[config.mk]
export PLATFORM = sky130hd
export DESIGN_NAME = multdiv_ctrl
export DESIGN_NICKNAME = d
export VERILOG_FILES = /design/src/rtl/multdiv_ctrl.sv
export SDC_FILE = /design/constraint.sdc
export NUM_CORES = 1
export LEC_CHECK = 0
export CAP_MARGIN = 20
export CORE_MARGIN = 2
export CORE_UTILIZATION = 45
export DETAILED_ROUTE_END_ITERATION = 10
export DONT_BUFFER_PORTS = 1
export GPL_ROUTABILITY_DRIVEN = 0
export PLACE_DENSITY_LB_ADDON = 0.15
export SYNTH_ARGS = -nofsm -noshare
export SYNTH_HDL_FRONTEND = slang
export SYNTH_SLANG_ARGS = --single-unit
[constraint.sdc]
create_clock -name clock -period 3.1 [get_ports clock]
set_clock_uncertainty 0.15 [all_clocks]
set_input_delay 0.155 -clock clock [delete_from_list [all_inputs] [get_ports clock]]
set_output_delay 0.155 -clock clock [all_outputs]
set_load 0.02 [all_outputs]
[src/rtl/multdiv_ctrl.sv]
// ---------------------------------------------------------------------------
// multdiv_ctrl
//
// Issue/completion controller for the shared iterative multiply/divide unit.
// A MUL or DIV seen in the X stage is accepted from IDLE. The unit is started
// with a one-cycle ctrl_mult/ctrl_div pulse, and the pipeline is stalled until
// the unit answers or the timeout fires. The completed result, its destination
// tag and its exception flag are then presented with a one-cycle result_valid
// strobe. Divide-by-zero completes on its own, without starting the unit.
//
// Ports
//   clock          rising-edge clock
//   reset_n        asynchronous active-low reset
//   issue_valid    X-stage instruction valid
//   op, aluop      opcode / ALU op fields used to decode MUL and DIV
//   rd_in          destination register of the X-stage instruction
//   operand_b      divisor, checked for divide-by-zero
//   flush          squash the X-stage instruction or the in-flight operation
//   unit_ready     multdiv unit result ready
//   unit_result    multdiv unit result
//   unit_exception multdiv unit exception (overflow)
//   ctrl_mult      one-cycle start pulse, multiply
//   ctrl_div       one-cycle start pulse, divide
//   stall          hold PC/F/D/X pipeline registers
//   result_valid   one-cycle completion strobe
//   result         completed result (held until the next completion)
//   result_rd      destination tag of the completed result (held)
//   exception      exception flag of the completed result (held)
// ---------------------------------------------------------------------------
module multdiv_ctrl #(
  parameter int WIDTH   = 32,
  parameter int TIMEOUT = 40,
  parameter int CNT_W   = 6
) (
  input  logic             clock,
  input  logic             reset_n,
  input  logic             issue_valid,
  input  logic [4:0]       op,
  input  logic [4:0]       aluop,
  input  logic [4:0]       rd_in,
  input  logic [WIDTH-1:0] operand_b,
  input  logic             flush,
  input  logic             unit_ready,
  input  logic [WIDTH-1:0] unit_result,
  input  logic             unit_exception,
  output logic             ctrl_mult,
  output logic             ctrl_div,
  output logic             stall,
  output logic             result_valid,
  output logic [WIDTH-1:0] result,
  output logic [4:0]       result_rd,
  output logic             exception
);

  typedef enum logic [1:0] {
    ST_IDLE = 2'd0,
    ST_WAIT = 2'd1,
    ST_DONE = 2'd2
  } state_t;

  localparam logic [4:0]       OP_RTYPE  = 5'b00000;
  localparam logic [4:0]       ALU_MUL   = 5'b00110;
  localparam logic [4:0]       ALU_DIV   = 5'b00111;
  localparam logic [CNT_W-1:0] LAST_WAIT = CNT_W'(TIMEOUT - 1);

  state_t           state;
  logic [CNT_W-1:0] counter;
  logic [4:0]       pending_rd;
  logic             is_mul;
  logic             is_div;
  logic             accept;
  logic             div_by_zero;
  logic             first_wait;

  // Decode the X-stage instruction and decide whether it is taken this cycle.
  // Only IDLE can take a new operation, and a flushed instruction is never
  // taken. The first WAIT cycle is the one in which the start pulse is out;
  // the counter is still zero there, so a stale ready from the previous
  // operation can be recognised and ignored.
  always_comb begin
    is_mul      = (op == OP_RTYPE) && (aluop == ALU_MUL);
    is_div      = (op == OP_RTYPE) && (aluop == ALU_DIV);
    accept      = (state == ST_IDLE) && issue_valid && (is_mul || is_div) && !flush;
    div_by_zero = is_div && (operand_b == '0);
    first_wait  = (counter == '0);
  end

  // The pipeline is held while an operation is being taken or is in flight.
  // It is released in DONE so the instruction leaves X together with the
  // strobe, and released at once by a flush. During reset nothing is driven.
  // The strobe is dropped in a flushed cycle because the instruction that
  // owns it is being squashed.
  assign stall        = reset_n && !flush &&
                        (accept || (state == ST_WAIT) || ctrl_mult || ctrl_div);
  assign result_valid = (state == ST_DONE) && !flush;

  // Main controller. Start pulses default low so they last exactly one cycle.
  // A divide-by-zero skips the unit and goes straight to DONE with an
  // exception. In WAIT the counter runs every cycle; a ready from the unit
  // wins over a timeout in the same cycle, and a flush abandons the operation
  // without touching the held result, tag or exception.
  always_ff @(posedge clock or negedge reset_n) begin
    if (!reset_n) begin
      state      <= ST_IDLE;
      counter    <= '0;
      pending_rd <= '0;
      ctrl_mult  <= 1'b0;
      ctrl_div   <= 1'b0;
      result     <= '0;
      result_rd  <= '0;
      exception  <= 1'b0;
    end else begin
      ctrl_mult <= 1'b0;
      ctrl_div  <= 1'b0;
      case (state)
        ST_IDLE: begin
          if (accept) begin
            pending_rd <= rd_in;
            if (div_by_zero) begin
              state     <= ST_DONE;
              result    <= '0;
              result_rd <= rd_in;
              exception <= 1'b1;
            end else begin
              state     <= ST_WAIT;
              counter   <= '0;
              ctrl_mult <= is_mul;
              ctrl_div  <= is_div;
            end
          end
        end
        ST_WAIT: begin
          if (flush) begin
            state   <= ST_IDLE;
            counter <= '0;
          end else if (unit_ready && !first_wait) begin
            state     <= ST_DONE;
            result    <= unit_result;
            result_rd <= pending_rd;
            exception <= unit_exception;
          end else if (counter == LAST_WAIT) begin
            state     <= ST_DONE;
            result    <= '0;
            result_rd <= pending_rd;
            exception <= 1'b1;
          end else begin
            counter <= counter + 1'b1;
          end
        end
        ST_DONE: begin
          state   <= ST_IDLE;
          counter <= '0;
        end
        default: begin
          state   <= ST_IDLE;
          counter <= '0;
        end
      endcase
    end
  end

endmodule
==> results of run 1 <==
==> stage by stage <==
stage / worst slack (ns) / area, um2 / total power, mW / std cells
4_1_cts: 0.7027 / 2910 / 1.202 / 299
2_1_floorplan: 1.087 / 2320 / 0.7317 / 185
3_5_place_dp: 0.7818 / 2357 / 0.7358 / 247
6_report: 0.6915 / 2938 / 1.184 / 300
5_1_grt: 0.5817 / 2938 / 1.242 / 300
3_3_place_gp: 0.8353 / 2357 / 0.7347 / 247
==> worst max-delay path: stages <==
cell	delay, ns
dlygate4sd3_1	0.54
nor3b_1	0.23
dlygate4sd3_1	0.58
nand2_1	0.07
nor4_1	0.52
nor2_1	0.20
a31oi_1	0.20
==> per-layer routing <==
metal / up-vias / part of all wire
met4: 0 / 0.0034
met3: 4 / 0.072
li1: 790 / -
met2: 80 / 0.53
met5: - / 0
met1: 887 / 0.39
==> worst paths after layout <==
path                                  to  slack (ns)  cells after the start           from
max reg2reg                 result_rd[3]        0.78                      6       state[1]
max                           counter[5]        0.69                      7       aluop[0]
min reg2reg                pending_rd[2]        0.35                      1  pending_rd[2]
max in group asynchronous     result[21]        2.36                      2        reset_n
min                            exception        0.05                      3     unit_ready
min in group asynchronous       state[0]        0.22                      2        reset_n
==> kinds of logic after synthesis <==
kind of cell,Yosys count,synth area share
multiplexers,15,0.07281
adder cells (fa/ha/maj),2,0.01079
buffers and inverters,14,0.03397
flip-flops,53,0.5717
AO/OA/AOI/OAI,46,0.1667
AND/OR/NAND/NOR,55,0.1440
==> registers in the layout, indices dropped and copies added (netlist names) <==
register,flops
state,2
ctrl_mult,1
result_rd,5
result,32
exception,1
ctrl_div,1
pending_rd,5
counter,6
==> power by group <==
part / total (mW) / internal [mW] / leakage, nW / switching [mW]
Clock: 0.400 / 0.165 / 0.0423 / 0.236
Sequential: 0.703 / 0.696 / 0.730 / 0.00677
Combinational: 0.0814 / 0.0496 / 0.577 / 0.0318
==> cells in the final DEF, fill, tap and decap left out, types with 2 or more instances in the layout <==
master,n
buf_16,2
nor4_1,9
a21oi_1,2
dlygate4sd3_1,43
inv_1,3
clkinvlp_4,2
dfrtp_1,53
and2_1,2
nand3_1,3
ha_1,2
nor3_1,5
nor2_1,7
and3_1,2
nand3b_1,2
clkbuf_8,5
a22o_1,32
o31ai_1,2
nor3b_1,3
o21ai_1,2
a31oi_1,3
nand4_1,4
nand2_1,9
mux2_1,15
==> layout make-up <==
type,count,share of cell area
flip-flops and latches,53,0.4514
multi-input cells,118,0.3113
repair buffers,46,0.1678
well taps,70,0.02981
clock buffers,5,0.02342
clock inverters,3,0.008944
inverters,5,0.007240
==> results.py, run 1 <==
metrics = {
    "synthesis": {
        "yosysTopAreaCell": "dfrtp_1",
        "yosysTopAreaCellShare": 0.5717,
        "postSynth.asyncResetShare": 1.000,
        "synth.area.top_cells": "dfrtp_1 57%, a22o_1 12%, mux2_1 7.3%",
        "syn_avg_cell_area_um2": 12.54,
        "synth_edf_count": 0,
        "syn_nets": 272,
        "synthDistinctLibCells": 39,
        "synthCells": 185,
        "yosysMostFrequentCell": "dfrtp_1",
        "ys_seq_elements": 53,
        "ys.flop_type": "dfrtp_1",
        "ys_warn_count": 0,
        "synthesis.area_mm2": 0.002320,
        "synth_common_cells": "53 x dfrtp_1, 32 x a22o_1, 15 x mux2_1",
        "seq_area_frac_synth": 0.5717,
    },
    "sta": {
        "hold_viol_final": 0,
        "rsz0062_at_grt": "false",
        "fin_hold_ws_ns": 0.05063,
        "setup-tns-final_ns": 0,
        "worst_pin_slew_ns": 0.8488,
        "setup_viol": 0,
        "slew_viol_final": 0,
        "min_period_ns": 2.408,
        "slew_headroom": 0.4320,
        "period_share": 0.7769,
        "max_freq_mhz": 415.2,
    },
    "min_path": {
        "hold_path.class": "primary input to register",
    },
    "setup_path": {
        "critPathLaunchType": "primary input",
        "crit_type": "primary input to register",
        "endpoint_kind": "register",
        "cp.arrival_ns": 2.49,
        "required_ns": 3.19,
        "critPathMaxFanout": 4,
    },
    "route": {
        "routed_wl_um": 5671,
        "antenna_left": 0,
        "via_per_inst": 5.870,
        "drtPass1Iterations": 4,
        "wl_per_cell_um": 18.90,
        "vias": 1761,
        "drc": 0,
        "drtIter0Drc": 53,
    },
    "clock_tree": {
        "cts_resized": 0,
        "clkSinkCount": 53,
        "cts_tree": "built",
        "cts_buffers": 5,
        "cts_buffer_depth": 2,
        "htree_levels": 2,
        "cts-hold-fix-buffers": 44,
        "cts_setup_buffers": 0,
        "cts-root-buf": "clkbuf_8",
        "clk_pin_slew_worst_paths_ns": 0.10,
        "clock_latency_ns": 0.31,
    },
    "cells_and_area": {
        "multiInputGateArea_um2": 914.6,
        "diodes": 0,
        "fill_cells": 431,
        "nets": 316,
        "finish.utilization": 0.5826,
        "drive_above_1_share": 0.07826,
        "syn_to_final_growth_pct": 26.65,
        "regArea_mm2": 0.001326,
    },
    "placement": {
        "post-dp-hpwl_um": 3707,
        "io_buffers": 0,
    },
    "grt": {
        "grt_first_pass_wirelength_um": 8073,
        "use_met3": 0.06481,
        "globalRouteMet2Util": 0.3352,
        "grt_pass1_vias": 1672,
        "gr-usage-met1": 0.2280,
        "grt_max_degree": 54,
        "antenna_found_initial": 0,
        "grt-busiest-layer": "met2",
        "grt_use_total": 0.1913,
        "grt_overflow": 0,
    },
    "power_and_ir_drop": {
        "leakage_nw": 1.350,
        "vdd_ir_drop_max_mv": 0.2307,
        "power_density_mw_per_mm2": 403.2,
    },
    "die": {
        "num_rows": 26,
        "core_mm2": 0.005042,
        "ios": 127,
        "die_area_mm2": 0.005745,
        "initial_utilization": 0.4600,
        "dieWidth_um": 75.80,
        "die_h_um": 75.80,
    },
    "flow_run": {
        "cap_violations": 0,
    },
    "run_status": {
        "status": "completed",
    },
}
No activity file was read; power rests on OpenSTA's default activity.
==> inputs of run 2 (changes only) <==
==> constraint.sdc (replaced) <==
create_clock -name clock -period 2.3 [get_ports clock]
set_clock_uncertainty 0.15 [all_clocks]
set_input_delay 0.115 -clock clock [delete_from_list [all_inputs] [get_ports clock]]
set_output_delay 0.115 -clock clock [all_outputs]
set_load 0.02 [all_outputs]
==> results.py, run 2 (synthesis gave the netlist of run 1 again) <==
metrics = {
    "run_status": {
        "status": "completed",
    },
    "cells_and_area": {
        "largest_reg_flops": 32,
        "fill_cells": 413,
        "reg.largest.list": "result: 32 flops, counter: 6 flops",
        "nets": 318,
        "final_cell_mix": "53 x dfrtp_1, 42 x dlygate4sd3_1, 32 x a22o_1, 15 x mux2_1",
        "diodes": 0,
        "regMostFlops": "result",
        "finish.utilization": 0.5846,
        "syn_to_final_growth_pct": 27.08,
        "drive_above_1_share": 0.09052,
        "mostFrequentLayoutCell": "dfrtp_1",
    },
    "sta": {
        "worst_pin_slew_ns": 0.7071,
        "period_share": 0.9453,
        "slew_headroom": 0.5276,
        "setup_viol": 0,
        "fin_ws_ns": 0.1259,
        "rsz0062_at_grt": "false",
        "slew_viol_final": 0,
        "max_freq_mhz": 460.0,
        "fin_hold_ws_ns": 0.02327,
        "hold_viol_final": 0,
        "setup-tns-final_ns": 0,
        "min_period_ns": 2.174,
    },
    "setup_path": {
        "r2r-end": "result_rd[1]",
        "crit_type": "register to register",
        "critPathLaunchType": "register",
        "rr_worst_depth": 6,
        "r2r_start": "state[1]",
        "endpoint_kind": "register",
        "required_ns": 2.34,
        "cp.arrival_ns": 2.21,
        "critPathMaxFanout": 8,
        "cp-startpoint": "state[1]",
        "ff2ff_setup_slack_ns": 0.13,
    },
    "clock_tree": {
        "clk_pin_slew_worst_paths_ns": 0.10,
        "cts_tree": "built",
        "cts_buffers": 5,
        "cts_buffer_depth": 2,
        "clkSinkCount": 53,
        "clock_latency_ns": 0.31,
        "cts_resized": 0,
        "htree_levels": 2,
        "cts-root-buf": "clkbuf_8",
    },
    "die": {
        "die_h_um": 75.80,
        "core_mm2": 0.005042,
        "initial_utilization": 0.4600,
        "num_rows": 26,
        "ios": 127,
        "die_area_mm2": 0.005745,
        "dieWidth_um": 75.80,
    },
    "power_and_ir_drop": {
        "power_density_mw_per_mm2": 543.3,
        "switching_share": 0.2347,
        "vdd_ir_drop_max_mv": 0.3444,
        "switchingPower_mw": 0.3759,
        "intPower_mw": 1.226,
        "clkPwrFrac": 0.341,
        "comb_power_share": 0.067,
        "seq_power_share": 0.591,
        "leakage_nw": 1.358,
    },
    "grt": {
        "grt_first_pass_wirelength_um": 8073,
        "grt_overflow": 0,
        "antenna_found_initial": 0,
        "grt_max_degree": 54,
        "grt_pass1_vias": 1753,
        "grt_use_total": 0.1872,
    },
    "route": {
        "routed_wl_um": 5614,
        "drtPass1Iterations": 4,
        "drtIter0Drc": 130,
        "drc": 0,
        "vias": 1756,
        "antenna_left": 0,
        "via_per_inst": 5.815,
        "wl_per_cell_um": 18.59,
    },
    "placement": {
        "io_buffers": 0,
        "place_ws_ns": 0.06064,
        "post-dp-hpwl_um": 3728,
    },
    "min_path": {
        "holdPathStages": 3,
        "hold_end": "exception",
        "worstHoldStart": "unit_ready",
        "hold_path.class": "primary input to register",
    },
    "flow_run": {
        "cap_violations": 0,
    },
}
[run 2: changes by cell type in the layout (fill, tap and decap cells not counted)]
| cell | previous run | this run |
|---|---|---|
| dlygate4sd3_1 | 43 | 42 |
| clkbuf_16 | 0 | 1 |
| buf_16 | 2 | 1 |
| buf_4 | 1 | 4 |
[run 2: critical path: stages (launching register included)]
cell,delay [ns]
dfrtp_1,0.45
or3b_4,0.44
a211o_1,0.33
nand3_2,0.11
o21ai_4,0.10
inv_4,0.13
mux2_1,0.34
[run 2: worst max-delay path by stage]
stage | endpoint | slack, ns | depth (start not counted)
floorplan | result_rd[0] | 0.29 | 6
global placement | result_rd[1] | 0.16 | 6
detailed placement | result[12] | 0.06 | 5
CTS | result[12] | 0.05 | 5
global route | result_rd[1] | 0.04 | 6
finish | result_rd[1] | 0.13 | 6
[run 2: area by class of cell]
type	instances	area, um2	area share
repair buffers	48	503.0	0.1706
clock buffers	5	68.82	0.02334
multi-input cells	118	914.6	0.3103
flip-flops and latches	53	1326	0.4499
inverters	5	21.27	0.007216
clock inverters	3	26.28	0.008913
well taps	70	87.58	0.02971
[run 2: power by group through the flow]
stage / clock network [mW] / registers [mW] / logic (mW)
after floorplan: 0 / 0.964 / 0.0221
after global placement: 0 / 0.965 / 0.0247
after detailed placement: 0 / 0.965 / 0.0262
after CTS: 0.565 / 0.947 / 0.109
after global routing: 0.606 / 0.948 / 0.119
final: 0.547 / 0.947 / 0.108
[run 2: what timing repair did]
| item | 4_1_cts | 5_1_grt |
|---|---|---|
| hold endpoints to repair | 98 | 0 |
| setup buffers | 0 | 0 |
| hold buffers | 43 | 0 |
[run 2: metrics by stage]
step           cells  power (mW)  instance area [um2]
2_1_floorplan    185      0.9862                 2320
4_1_cts          301       1.621                 2923
3_5_place_dp     250      0.9916                 2380
3_3_place_gp     250      0.9899                 2380
5_1_grt          302       1.674                 2948
6_report         302       1.602                 2948
[run 2: layer usage]
metal / vias up / global-route usage / part of all wire
li1: 794 / - / -
met1: 892 / 0.2111 / 0.39
met2: 68 / 0.3439 / 0.54
met3: 2 / 0.05688 / 0.063
met4: 0 / 0.04483 / 0.0030
met5: - / 0 / 0
==> inputs of run 3 (changes only) <==
--- a/config.mk
+++ b/config.mk
@@ -7,7 +7,7 @@
 export LEC_CHECK = 0
 export CAP_MARGIN = 20
 export CORE_MARGIN = 2
-export CORE_UTILIZATION = 45
+export CORE_UTILIZATION = 60
 export DETAILED_ROUTE_END_ITERATION = 10
 export DONT_BUFFER_PORTS = 1
 export GPL_ROUTABILITY_DRIVEN = 0
==> results.py, run 3 (synthesis gave the netlist of run 1 again) <==
metrics = {
    "min_path": {
        "hold_path.class": "primary input to register",
        "holdPathStages": 4,
    },
    "route": {
        "drtIter0Drc": 128,
        "vias": 1773,
        "drtPass1Iterations": 4,
        "drc": 0,
        "antenna_left": 0,
        "routed_wl_um": 5509,
        "wl_per_cell_um": 19.82,
        "via_per_inst": 6.378,
    },
    "clock_tree": {
        "cts_resized": 0,
        "clk_pin_slew_worst_paths_ns": 0.09,
        "cts-root-buf": "clkbuf_8",
        "cts_buffers": 5,
        "clkSinkCount": 53,
        "htree_levels": 2,
        "cts_buffer_depth": 2,
        "cts_tree": "built",
        "clock_latency_ns": 0.30,
    },
    "grt": {
        "grt_overflow": 0,
        "grt_first_pass_wirelength_um": 8569,
        "antenna_found_initial": 0,
        "grt_max_degree": 54,
        "grt_pass1_vias": 1682,
        "grt_use_total": 0.2641,
    },
    "sta": {
        "fin_hold_ws_ns": 0.02528,
        "setup_viol": 0,
        "slew_viol_final": 0,
        "min_period_ns": 2.180,
        "hold_viol_final": 0,
        "rsz0062_at_grt": "false",
        "fin_ws_ns": 0.1199,
        "setup-tns-final_ns": 0,
        "worst_pin_slew_ns": 0.7485,
        "period_share": 0.9479,
        "max_freq_mhz": 458.7,
        "slew_headroom": 0.4999,
    },
    "setup_path": {
        "required_ns": 2.33,
        "endpoint_kind": "register",
        "max_stage_delay_ns": 0.44,
        "crit_type": "register to register",
        "critical_path.slowest_cell": "or3b_4",
        "critPathMaxFanout": 20,
        "rr_worst_depth": 6,
        "critPathLaunchType": "register",
        "cp_cell_sequence": "or3b_4 -> a211o_1 -> nand3_2 -> o21ai_4 -> buf_4 -> a22o_1",
        "cp.arrival_ns": 2.21,
    },
    "cells_and_area": {
        "regMostFlops": "result",
        "reg.largest.list": "result: 32 flops, counter: 6 flops",
        "nets": 316,
        "fin_cells": 278,
        "finish.utilization": 0.7931,
        "drive_above_1_share": 0.08261,
        "diodes": 0,
        "syn_to_final_growth_pct": 26.11,
        "mostFrequentLayoutCell": "dfrtp_1",
        "largest_reg_flops": 32,
        "final_cell_mix": "53 x dfrtp_1, 42 x dlygate4sd3_1, 32 x a22o_1, 15 x mux2_1",
        "final_area_mm2": 0.002925,
    },
    "power_and_ir_drop": {
        "power_mw": 1.676,
        "power_density_mw_per_mm2": 573.0,
        "vdd_ir_drop_max_mv": 0.4375,
        "leakage_nw": 1.364,
    },
    "die": {
        "die_area_mm2": 0.004380,
        "dieWidth_um": 66.18,
        "core_mm2": 0.003689,
        "num_rows": 22,
        "ios": 127,
        "initial_utilization": 0.6289,
        "die_h_um": 66.18,
    },
    "placement": {
        "placed_cell_area_mm2": 0.002337,
        "place_ws_ns": 0.04530,
        "io_buffers": 0,
        "post-dp-hpwl_um": 3653,
        "place_inst": 226,
    },
    "flow_run": {
        "cap_violations": 0,
    },
    "run_status": {
        "status": "completed",
    },
}
## run 3: cell types whose count changed in the layout (fill, tap and decap cells not counted)
cell        delta
inv_6          +1
bufinv_16      +1
buf_16         +1
buf_4          -2
inv_8          -1
clkinvlp_4     -2
clkbuf_16      -1
clkinv_2       +1
## run 3: worst paths after layout
check                         startpoint             to  slack [ns]
max reg2reg                     state[1]      result[1]        0.12
min                        operand_b[14]       ctrl_div        0.03
max                             state[1]      result[1]        0.12
min in group asynchronous        reset_n     result[18]        0.17
max in group asynchronous        reset_n     counter[1]        1.61
min reg2reg                pending_rd[1]  pending_rd[1]        0.35
## run 3: worst max-delay path, delay by kind of cell, from the launching register on
kind / cells / cell delay [ns]
compound gates: 3 / 0.68
buf+inv: 1 / 0.26
flops: 1 / 0.43
simple gates: 2 / 0.55
## run 3: layout make-up
class | count | area [um2]
clock buffers | 5 | 68.82
fillers | 217 | 763.2
flip-flops and latches | 53 | 1326
well taps | 48 | 60.06
repair buffers | 46 | 490.5
multi-input cells | 118 | 914.6
clock inverters | 3 | 43.79
inverters | 5 | 21.27
## run 3: timing repair
| item | CTS | global route |
|---|---|---|
| endpoints found under the hold margin | 98 | 0 |
| setup buffers | 0 | 0 |
| hold buffers | 43 | 0 |
| endpoints found under the setup margin | 0 | 0 |
## run 3: per-layer routing
metal | vias up | part of all wire | track usage
li1 | 793 | - | -
met2 | 85 | 0.51 | 0.4125
met3 | 6 | 0.068 | 0.06644
met1 | 889 | 0.42 | 0.3733
met5 | - | 0 | 0
met4 | 0 | 0.0089 | 0.06633
## run 3: where the power goes
| part | switching, mW | internal, mW |
|---|---|---|
| clock network | 0.295 | 0.326 |
| logic | 0.0418 | 0.0660 |
| registers | 0.00921 | 0.938 |
| total | 0.346 | 1.33 |
